**src/rtl/alu_arbiter_if.sv**
```systemverilog
// -----------------------------------------------------------------------------
// alu_arbiter_if
// Bundles every handshake and bus signal around the shared ALU arbiter.
//   r0_* / r1_* : requester valid/ready handshakes, ALUOp and operands
//   alu_*       : operation driven to the combinational alu and its result
//   resp_*      : held response channel (valid/ready, id, result, taken, err)
// Modports:
//   slave  : the arbiter itself
//   master : the surrounding system (requesters, alu, response consumer)
// -----------------------------------------------------------------------------
interface alu_arbiter_if #(
  parameter int DW  = 8,
  parameter int OPW = 3
);
  logic           r0_valid;
  logic           r0_ready;
  logic [OPW-1:0] r0_op;
  logic [DW-1:0]  r0_a;
  logic [DW-1:0]  r0_b;

  logic           r1_valid;
  logic           r1_ready;
  logic [OPW-1:0] r1_op;
  logic [DW-1:0]  r1_a;
  logic [DW-1:0]  r1_b;

  logic [OPW-1:0] alu_op;
  logic [DW-1:0]  alu_a;
  logic [DW-1:0]  alu_b;
  logic [DW-1:0]  alu_rslt;
  logic           alu_taken;

  logic           resp_valid;
  logic           resp_ready;
  logic           resp_id;
  logic [DW-1:0]  resp_rslt;
  logic           resp_taken;
  logic           resp_err;

  modport slave (
    input  r0_valid, r0_op, r0_a, r0_b,
    output r0_ready,
    input  r1_valid, r1_op, r1_a, r1_b,
    output r1_ready,
    output alu_op, alu_a, alu_b,
    input  alu_rslt, alu_taken,
    output resp_valid, resp_id, resp_rslt, resp_taken, resp_err,
    input  resp_ready
  );

  modport master (
    output r0_valid, r0_op, r0_a, r0_b,
    input  r0_ready,
    output r1_valid, r1_op, r1_a, r1_b,
    input  r1_ready,
    input  alu_op, alu_a, alu_b,
    output alu_rslt, alu_taken,
    input  resp_valid, resp_id, resp_rslt, resp_taken, resp_err,
    output resp_ready
  );
endinterface

```
**src/rtl/alu_arbiter.sv**
```systemverilog
// -----------------------------------------------------------------------------
// alu_arbiter
// Shares one combinational 8-bit alu between two requesters using round-robin
// arbitration. An accepted op is registered onto the alu inputs, the alu result
// is captured one cycle later, and a held response is offered on resp_*.
// Ports:
//   i_clk     : clock, all state updates on the rising edge
//   i_reset_n : synchronous active-low reset
//   io_bus    : alu_arbiter_if.slave (requesters, alu, response channel)
//   o_busy    : high whenever the FSM is not IDLE
// Optional feature: define ALU_OPCHECK_EN to reject ops 000/110/111 with an
// immediate error response instead of issuing them to the alu.
// -----------------------------------------------------------------------------
module alu_arbiter #(
  parameter int DW  = 8,
  parameter int OPW = 3
) (
  input  logic          i_clk,
  input  logic          i_reset_n,
  alu_arbiter_if.slave  io_bus,
  output logic          o_busy
);

  typedef enum logic [1:0] {
    S_IDLE = 2'd0,
    S_EXEC = 2'd1,
    S_RESP = 2'd2
  } state_t;

  state_t         r_state;
  logic           r_ptr;        // requester favoured when both are valid
  logic           r_id;         // requester of the op currently in EXEC
  logic [OPW-1:0] r_alu_op;
  logic [DW-1:0]  r_alu_a;
  logic [DW-1:0]  r_alu_b;
  logic           r_resp_valid;
  logic           r_resp_id;
  logic [DW-1:0]  r_resp_rslt;
  logic           r_resp_taken;
  logic           r_resp_err;
  logic           r_busy;

  logic           w_idle;
  logic           w_gnt0;
  logic           w_gnt1;
  logic           w_accept;
  logic           w_sel;
  logic [OPW-1:0] w_op;
  logic [DW-1:0]  w_a;
  logic [DW-1:0]  w_b;
  logic           w_illegal;

  // Grant only in IDLE; a lone valid always wins, a tie goes to the pointer.
  assign w_idle   = (r_state == S_IDLE);
  assign w_gnt0   = w_idle && io_bus.r0_valid && (!io_bus.r1_valid || !r_ptr);
  assign w_gnt1   = w_idle && io_bus.r1_valid && (!io_bus.r0_valid ||  r_ptr);
  assign w_accept = w_gnt0 || w_gnt1;
  assign w_sel    = w_gnt1;

  assign w_op = w_sel ? io_bus.r1_op : io_bus.r0_op;
  assign w_a  = w_sel ? io_bus.r1_a  : io_bus.r0_a;
  assign w_b  = w_sel ? io_bus.r1_b  : io_bus.r0_b;

`ifdef ALU_OPCHECK_EN
  assign w_illegal = (w_op == OPW'(0)) || (w_op == OPW'(6)) || (w_op == OPW'(7));
`else
  assign w_illegal = 1'b0;
`endif

  always_ff @(posedge i_clk) begin
    if (!i_reset_n) begin
      r_state      <= S_IDLE;
      r_ptr        <= 1'b0;
      r_id         <= 1'b0;
      r_alu_op     <= '0;
      r_alu_a      <= '0;
      r_alu_b      <= '0;
      r_resp_valid <= 1'b0;
      r_resp_id    <= 1'b0;
      r_resp_rslt  <= '0;
      r_resp_taken <= 1'b0;
      r_resp_err   <= 1'b0;
      r_busy       <= 1'b0;
    end else begin
      case (r_state)
        S_IDLE: begin
          if (w_accept) begin
            r_id   <= w_sel;
            r_ptr  <= ~w_sel;
            r_busy <= 1'b1;
            if (w_illegal) begin
              // Rejected op skips the alu entirely; alu_* keep their old values.
              r_resp_valid <= 1'b1;
              r_resp_id    <= w_sel;
              r_resp_rslt  <= '0;
              r_resp_taken <= 1'b0;
              r_resp_err   <= 1'b1;
              r_state      <= S_RESP;
            end else begin
              r_alu_op <= w_op;
              r_alu_a  <= w_a;
              r_alu_b  <= w_b;
              r_state  <= S_EXEC;
            end
          end
        end
        S_EXEC: begin
          r_resp_rslt  <= io_bus.alu_rslt;
          r_resp_taken <= io_bus.alu_taken;
          r_resp_id    <= r_id;
          r_resp_err   <= 1'b0;
          r_resp_valid <= 1'b1;
          r_state      <= S_RESP;
        end
        S_RESP: begin
          if (io_bus.resp_ready) begin
            r_resp_valid <= 1'b0;
            r_busy       <= 1'b0;
            r_state      <= S_IDLE;
          end
        end
        default: begin
          r_resp_valid <= 1'b0;
          r_busy       <= 1'b0;
          r_state      <= S_IDLE;
        end
      endcase
    end
  end

  assign io_bus.r0_ready   = w_gnt0;
  assign io_bus.r1_ready   = w_gnt1;
  assign io_bus.alu_op     = r_alu_op;
  assign io_bus.alu_a      = r_alu_a;
  assign io_bus.alu_b      = r_alu_b;
  assign io_bus.resp_valid = r_resp_valid;
  assign io_bus.resp_id    = r_resp_id;
  assign io_bus.resp_rslt  = r_resp_rslt;
  assign io_bus.resp_taken = r_resp_taken;
  assign io_bus.resp_err   = r_resp_err;
  assign o_busy            = r_busy;

endmodule

```
**src/flat_wrapper.sv**
```systemverilog
// flat-port wrapper written by rule: the top's interface ports become plain ports
module alu_arbiter_flat 
#(
  parameter int DW  = 8,
  parameter int OPW = 3
)
  (i_clk, i_reset_n, o_busy, io_bus_r0_valid, io_bus_r0_op, io_bus_r0_a, io_bus_r0_b, io_bus_r0_ready, io_bus_r1_valid, io_bus_r1_op, io_bus_r1_a, io_bus_r1_b, io_bus_r1_ready, io_bus_alu_op, io_bus_alu_a, io_bus_alu_b, io_bus_alu_rslt, io_bus_alu_taken, io_bus_resp_valid, io_bus_resp_id, io_bus_resp_rslt, io_bus_resp_taken, io_bus_resp_err, io_bus_resp_ready);
  alu_arbiter_if #(.DW(DW), .OPW(OPW)) io_bus_i ();
  input  logic i_clk;
  input  logic i_reset_n;
  output logic o_busy;
  input wire logic [$bits(io_bus_i.r0_valid)-1:0] io_bus_r0_valid;
  input wire logic [$bits(io_bus_i.r0_op)-1:0] io_bus_r0_op;
  input wire logic [$bits(io_bus_i.r0_a)-1:0] io_bus_r0_a;
  input wire logic [$bits(io_bus_i.r0_b)-1:0] io_bus_r0_b;
  output wire logic [$bits(io_bus_i.r0_ready)-1:0] io_bus_r0_ready;
  input wire logic [$bits(io_bus_i.r1_valid)-1:0] io_bus_r1_valid;
  input wire logic [$bits(io_bus_i.r1_op)-1:0] io_bus_r1_op;
  input wire logic [$bits(io_bus_i.r1_a)-1:0] io_bus_r1_a;
  input wire logic [$bits(io_bus_i.r1_b)-1:0] io_bus_r1_b;
  output wire logic [$bits(io_bus_i.r1_ready)-1:0] io_bus_r1_ready;
  output wire logic [$bits(io_bus_i.alu_op)-1:0] io_bus_alu_op;
  output wire logic [$bits(io_bus_i.alu_a)-1:0] io_bus_alu_a;
  output wire logic [$bits(io_bus_i.alu_b)-1:0] io_bus_alu_b;
  input wire logic [$bits(io_bus_i.alu_rslt)-1:0] io_bus_alu_rslt;
  input wire logic [$bits(io_bus_i.alu_taken)-1:0] io_bus_alu_taken;
  output wire logic [$bits(io_bus_i.resp_valid)-1:0] io_bus_resp_valid;
  output wire logic [$bits(io_bus_i.resp_id)-1:0] io_bus_resp_id;
  output wire logic [$bits(io_bus_i.resp_rslt)-1:0] io_bus_resp_rslt;
  output wire logic [$bits(io_bus_i.resp_taken)-1:0] io_bus_resp_taken;
  output wire logic [$bits(io_bus_i.resp_err)-1:0] io_bus_resp_err;
  input wire logic [$bits(io_bus_i.resp_ready)-1:0] io_bus_resp_ready;
  assign io_bus_i.r0_valid = io_bus_r0_valid;
  assign io_bus_i.r0_op = io_bus_r0_op;
  assign io_bus_i.r0_a = io_bus_r0_a;
  assign io_bus_i.r0_b = io_bus_r0_b;
  assign io_bus_r0_ready = io_bus_i.r0_ready;
  assign io_bus_i.r1_valid = io_bus_r1_valid;
  assign io_bus_i.r1_op = io_bus_r1_op;
  assign io_bus_i.r1_a = io_bus_r1_a;
  assign io_bus_i.r1_b = io_bus_r1_b;
  assign io_bus_r1_ready = io_bus_i.r1_ready;
  assign io_bus_alu_op = io_bus_i.alu_op;
  assign io_bus_alu_a = io_bus_i.alu_a;
  assign io_bus_alu_b = io_bus_i.alu_b;
  assign io_bus_i.alu_rslt = io_bus_alu_rslt;
  assign io_bus_i.alu_taken = io_bus_alu_taken;
  assign io_bus_resp_valid = io_bus_i.resp_valid;
  assign io_bus_resp_id = io_bus_i.resp_id;
  assign io_bus_resp_rslt = io_bus_i.resp_rslt;
  assign io_bus_resp_taken = io_bus_i.resp_taken;
  assign io_bus_resp_err = io_bus_i.resp_err;
  assign io_bus_i.resp_ready = io_bus_resp_ready;
  alu_arbiter #(.DW(DW), .OPW(OPW)) u_core (.i_clk(i_clk), .i_reset_n(i_reset_n), .io_bus(io_bus_i), .o_busy(o_busy));
endmodule
```
**config.mk**
```make
export PLATFORM = sky130hd
export DESIGN_NAME = alu_arbiter_flat
export DESIGN_NICKNAME = d
export VERILOG_FILES = /design/src/rtl/alu_arbiter_if.sv /design/src/rtl/alu_arbiter.sv /design/src/flat_wrapper.sv
export SDC_FILE = /design/constraint.sdc
export NUM_CORES = 1
export LEC_CHECK = 0
export ABC_AREA = 1
export CAP_MARGIN = 15
export CORE_MARGIN = 2
export CORE_UTILIZATION = 36
export DETAILED_ROUTE_END_ITERATION = 7
export MAX_ROUTING_LAYER = met4
export PLACE_DENSITY = 0.74
export SYNTH_ARGS = -nofsm -noshare
export SYNTH_HDL_FRONTEND = slang
export SYNTH_SLANG_ARGS = --single-unit
```
**constraint.sdc**
```tcl
create_clock -name i_clk -period 1.3 [get_ports i_clk]
set_input_delay 0.26 -clock i_clk [delete_from_list [all_inputs] [get_ports i_clk]]
set_output_delay 0.26 -clock i_clk [all_outputs]
set_load 0.02 [all_outputs]
```
==> reports/qor.csv <==
stage;metric;value;unit
synth;Yosys cell types;21;
clock_network;clock sink count;35;
final_layout;post-route core utilization;0.668;
synth;Synth area leaders;dfxtp_1, nand4_1, nand2_1, nand3_1, inv_1;
floorplanning;die area;0.00515;mm²
sta;RSZ-0062 raised after global routing;yes;
critical_path;WP data arrival;1150;ps
sta;total negative slack;-490;ps
worst_hold_path;Worst Hold Endpoint;u_core.r_id;
floorplanning;Core ar.;0.00438;mm²
sta;hold_ws;462;ps
clock_network;CTS Buf Count;5;
power;Peak VDD IR;0.658;mV
sta;Setup-failing EPs final;12;
floorplanning;Core Rows;24;
final_layout;n_diodes;0;
sta;Setup Skew;3.87;ps
worst_hold_path;Worst Hold Launch;u_core.r_id;
synth;Post-synth top cells;nand2_1, dfxtp_1, nand4_1;
critical_path;FF-to-FF End;u_core.io_bus.alu_op[2];
synth;Yosys Warn Count;0;
drt;via/cell ratio;5.07;
clock_network;CTS tree;done;
synth;Mapped Area;0.00165;mm²
worst_hold_path;Hold WC Path Type;flip-flop to flip-flop;
worst_hold_path;Hold Path Stages;2;
synth;ys async rst share;0;
critical_path;CP Launch Type;flip-flop;
outcome;failing checks;negative setup slack;
sta;PnR worst setup slack;-109;ps
synth;EDFF count, synth;0;
floorplanning;Initial Util;0.377;
critical_path;reg2reg start;u_core.r_state[1];
drt;initial DRC count;99;
drt;antenna viol nets, final;0;
synth;post-synth net total;284;
floorplanning;die width;71.8;µm
outcome;status;finished with violations;
critical_path;Crit path required time;1040;ps
drt;DRT Pass-1 Iters;4;
sta;Final Max Tran Viols;0;
synth;average instance area after synthesis;7.12;µm²
clock_network;Worst-path clk slew;70;ps
drt;DR vias;1941;
global_routing;first-pass GRT wire length;8290;µm
synth;Synth top area share;0.424;
synth;synthesized instance count;232;
critical_path;reg-to-reg slack, setup;-70;ps
power;PwrDens;1070;mW/mm²
placed_design;Final HPWL DP;3380;µm
power;LEAKAGE;1.55;nW
placed_design;worst slack at placement;-589;ps
sta;fin crit share;1.08;
final_layout;NumNets Final;382;
clock_network;clock buffer depth;2;
global_routing;number of global-route vias before repair;1887;
sta;Hold Vio Cnt, Final;0;
synth;leading area contributor after synthesis;dfxtp_1;
final_layout;sequential cell area;704;µm²
placed_design;GP Congestion;0.834;
clock_network;CTS H-tree depth;2;
critical_path;kind of critical path;flip-flop to output pin;
critical_path;Worst Reg2Reg Path Length in Cells;8;
synth;synthesized flop and latch total;35;
floorplanning;Die H;71.8;µm
synth;Main synth FF type;dfxtp_1;
drt;DR WL/cell;14.1;µm
sta;Max Fclk;710;MHz
global_routing;global-route usage over all layers;0.209;
clock_network;CTS Hold Bufs;0;
clock_network;worst skew pair latency;290;ps
global_routing;largest net degree at the start of global routing;20;
synth;sequential-to-total area share from yosys stat;0.424;
final_layout;# fillers;353;
sta;fin crit period;1410;ps
final_layout;area of the multi-input gates;897;µm²
critical_path;maximum fanout along the worst path;4;
floorplanning;Ports;86;
final_layout;share of cells above drive strength 1;0.266;
drt;# DRC;0;
drt;Routed Wire Length;5390;µm
placed_design;port buffer count;84;
global_routing;gr ovfl total;0;
power;overall power;3.12;mW
job;max-cap check violation count;0;
critical_path;crit end category;output pin;
global_routing;initial antenna violation count;0;
synth;count leader, synth;nand2_1;
clock_network;Root Driver;clkbuf_8;
final_layout;Syn-to-layout area delta;77.1;%
[worst max path at each step]
stage / startpoint / to / slack [ps] / depth (start not counted)
3_3_place_gp: io_bus_r1_valid / io_bus_r0_ready / -570 / 5
5_1_grt: u_core.r_state[1] / io_bus_r1_ready / -180 / 5
6_report: u_core.r_state[1] / io_bus_r1_ready / -110 / 5
3_5_place_dp: io_bus_r1_valid / io_bus_r0_ready / -590 / 5
2_1_floorplan: io_bus_r0_valid / io_bus_r1_ready / 100 / 5
4_1_cts: u_core.r_state[0] / io_bus_r1_ready / -120 / 5
[logic make-up (layout without fill, tap and decap cells)]
kind of cell,Yosys count,in the layout,synth area share
and+or+nand+nor,128,128,0.375
buffers and inverters,52,151,0.147
DFF,35,35,0.424
AOI/OAI and AO/OA,16,16,0.0522
other,1,1,0.00227
[flip-flops by register name, summed over array words and instances, names as in the netlist]
name	flops
u_core.io_bus.alu_a	8
u_core.io_bus.alu_b	8
u_core.io_bus.resp_rslt	8
u_core.io_bus.alu_op	3
u_core.r_state	2
u_core.io_bus.resp_id	1
u_core.io_bus.resp_taken	1
u_core.io_bus.resp_valid	1
u_core.o_busy	1
u_core.r_id	1
u_core.r_ptr	1
[where the power goes]
group / switching (mW) / internal (mW) / total, mW / leakage [nW]
logic: 0.579 / 0.525 / 1.10 / 1.21
registers: 0.0683 / 1.18 / 1.25 / 0.290
clock network: 0.397 / 0.366 / 0.763 / 0.0477
total: 1.04 / 2.07 / 3.12 / 1.55
[layer usage]
layer / up-vias / global-route usage / wire length [µm]
li1: 958 / - / -
met1: 898 / 0.259 / 2350
met2: 78 / 0.330 / 2650
met3: 7 / 0.0506 / 330
met4: 0 / 0.0776 / 57
met5: - / - / 0
[what timing repair did]
| item | in CTS | in global routing |
|---|---|---|
| gates resized for setup | 52 | 67 |
| setup endpoints to repair | 55 | 23 |
| buffers inserted | 6 | 1 |
| pin swaps | 3 | 19 |
| gates cloned | 1 | 1 |
[layout by cell type, fill, tap and decap left out, types with 7 or more instances in the layout]
| master | instances |
|---|---|
| buf_6 | 8 |
| o21ai_1 | 9 |
| nor2_1 | 20 |
| nand3_2 | 20 |
| dfxtp_1 | 32 |
| dlygate4sd2_1 | 29 |
| buf_4 | 17 |
| nand4_1 | 34 |
| nand2_1 | 26 |
| inv_2 | 7 |
| inv_1 | 26 |
| nand3_1 | 7 |
| clkdlybuf4s50_1 | 49 |
| nand2_2 | 12 |
[final cells by class]
cell class,count,share of cell area
repair buffers,110,0.360
multi-input cells,145,0.307
flip-flops and latches,35,0.241
inverters,33,0.0423
clock buffers,5,0.0235
well taps,52,0.0222
clock inverters,3,0.00513
[metrics by stage]
stage	area, µm²	cells
after CTS	2720	382
final	2930	383
after global placement	2570	367
after global routing	2930	383
after floorplan	1650	232
after detailed placement	2570	367
[worst max-delay path, cell delays in order, from the launching register on]
cell and delay [ps]:
dfxtp_2 330, nor2_4 180, buf_6 130, nand3_4 60, inv_2 60, buf_6 100
(Power assumes the default switching activity.)
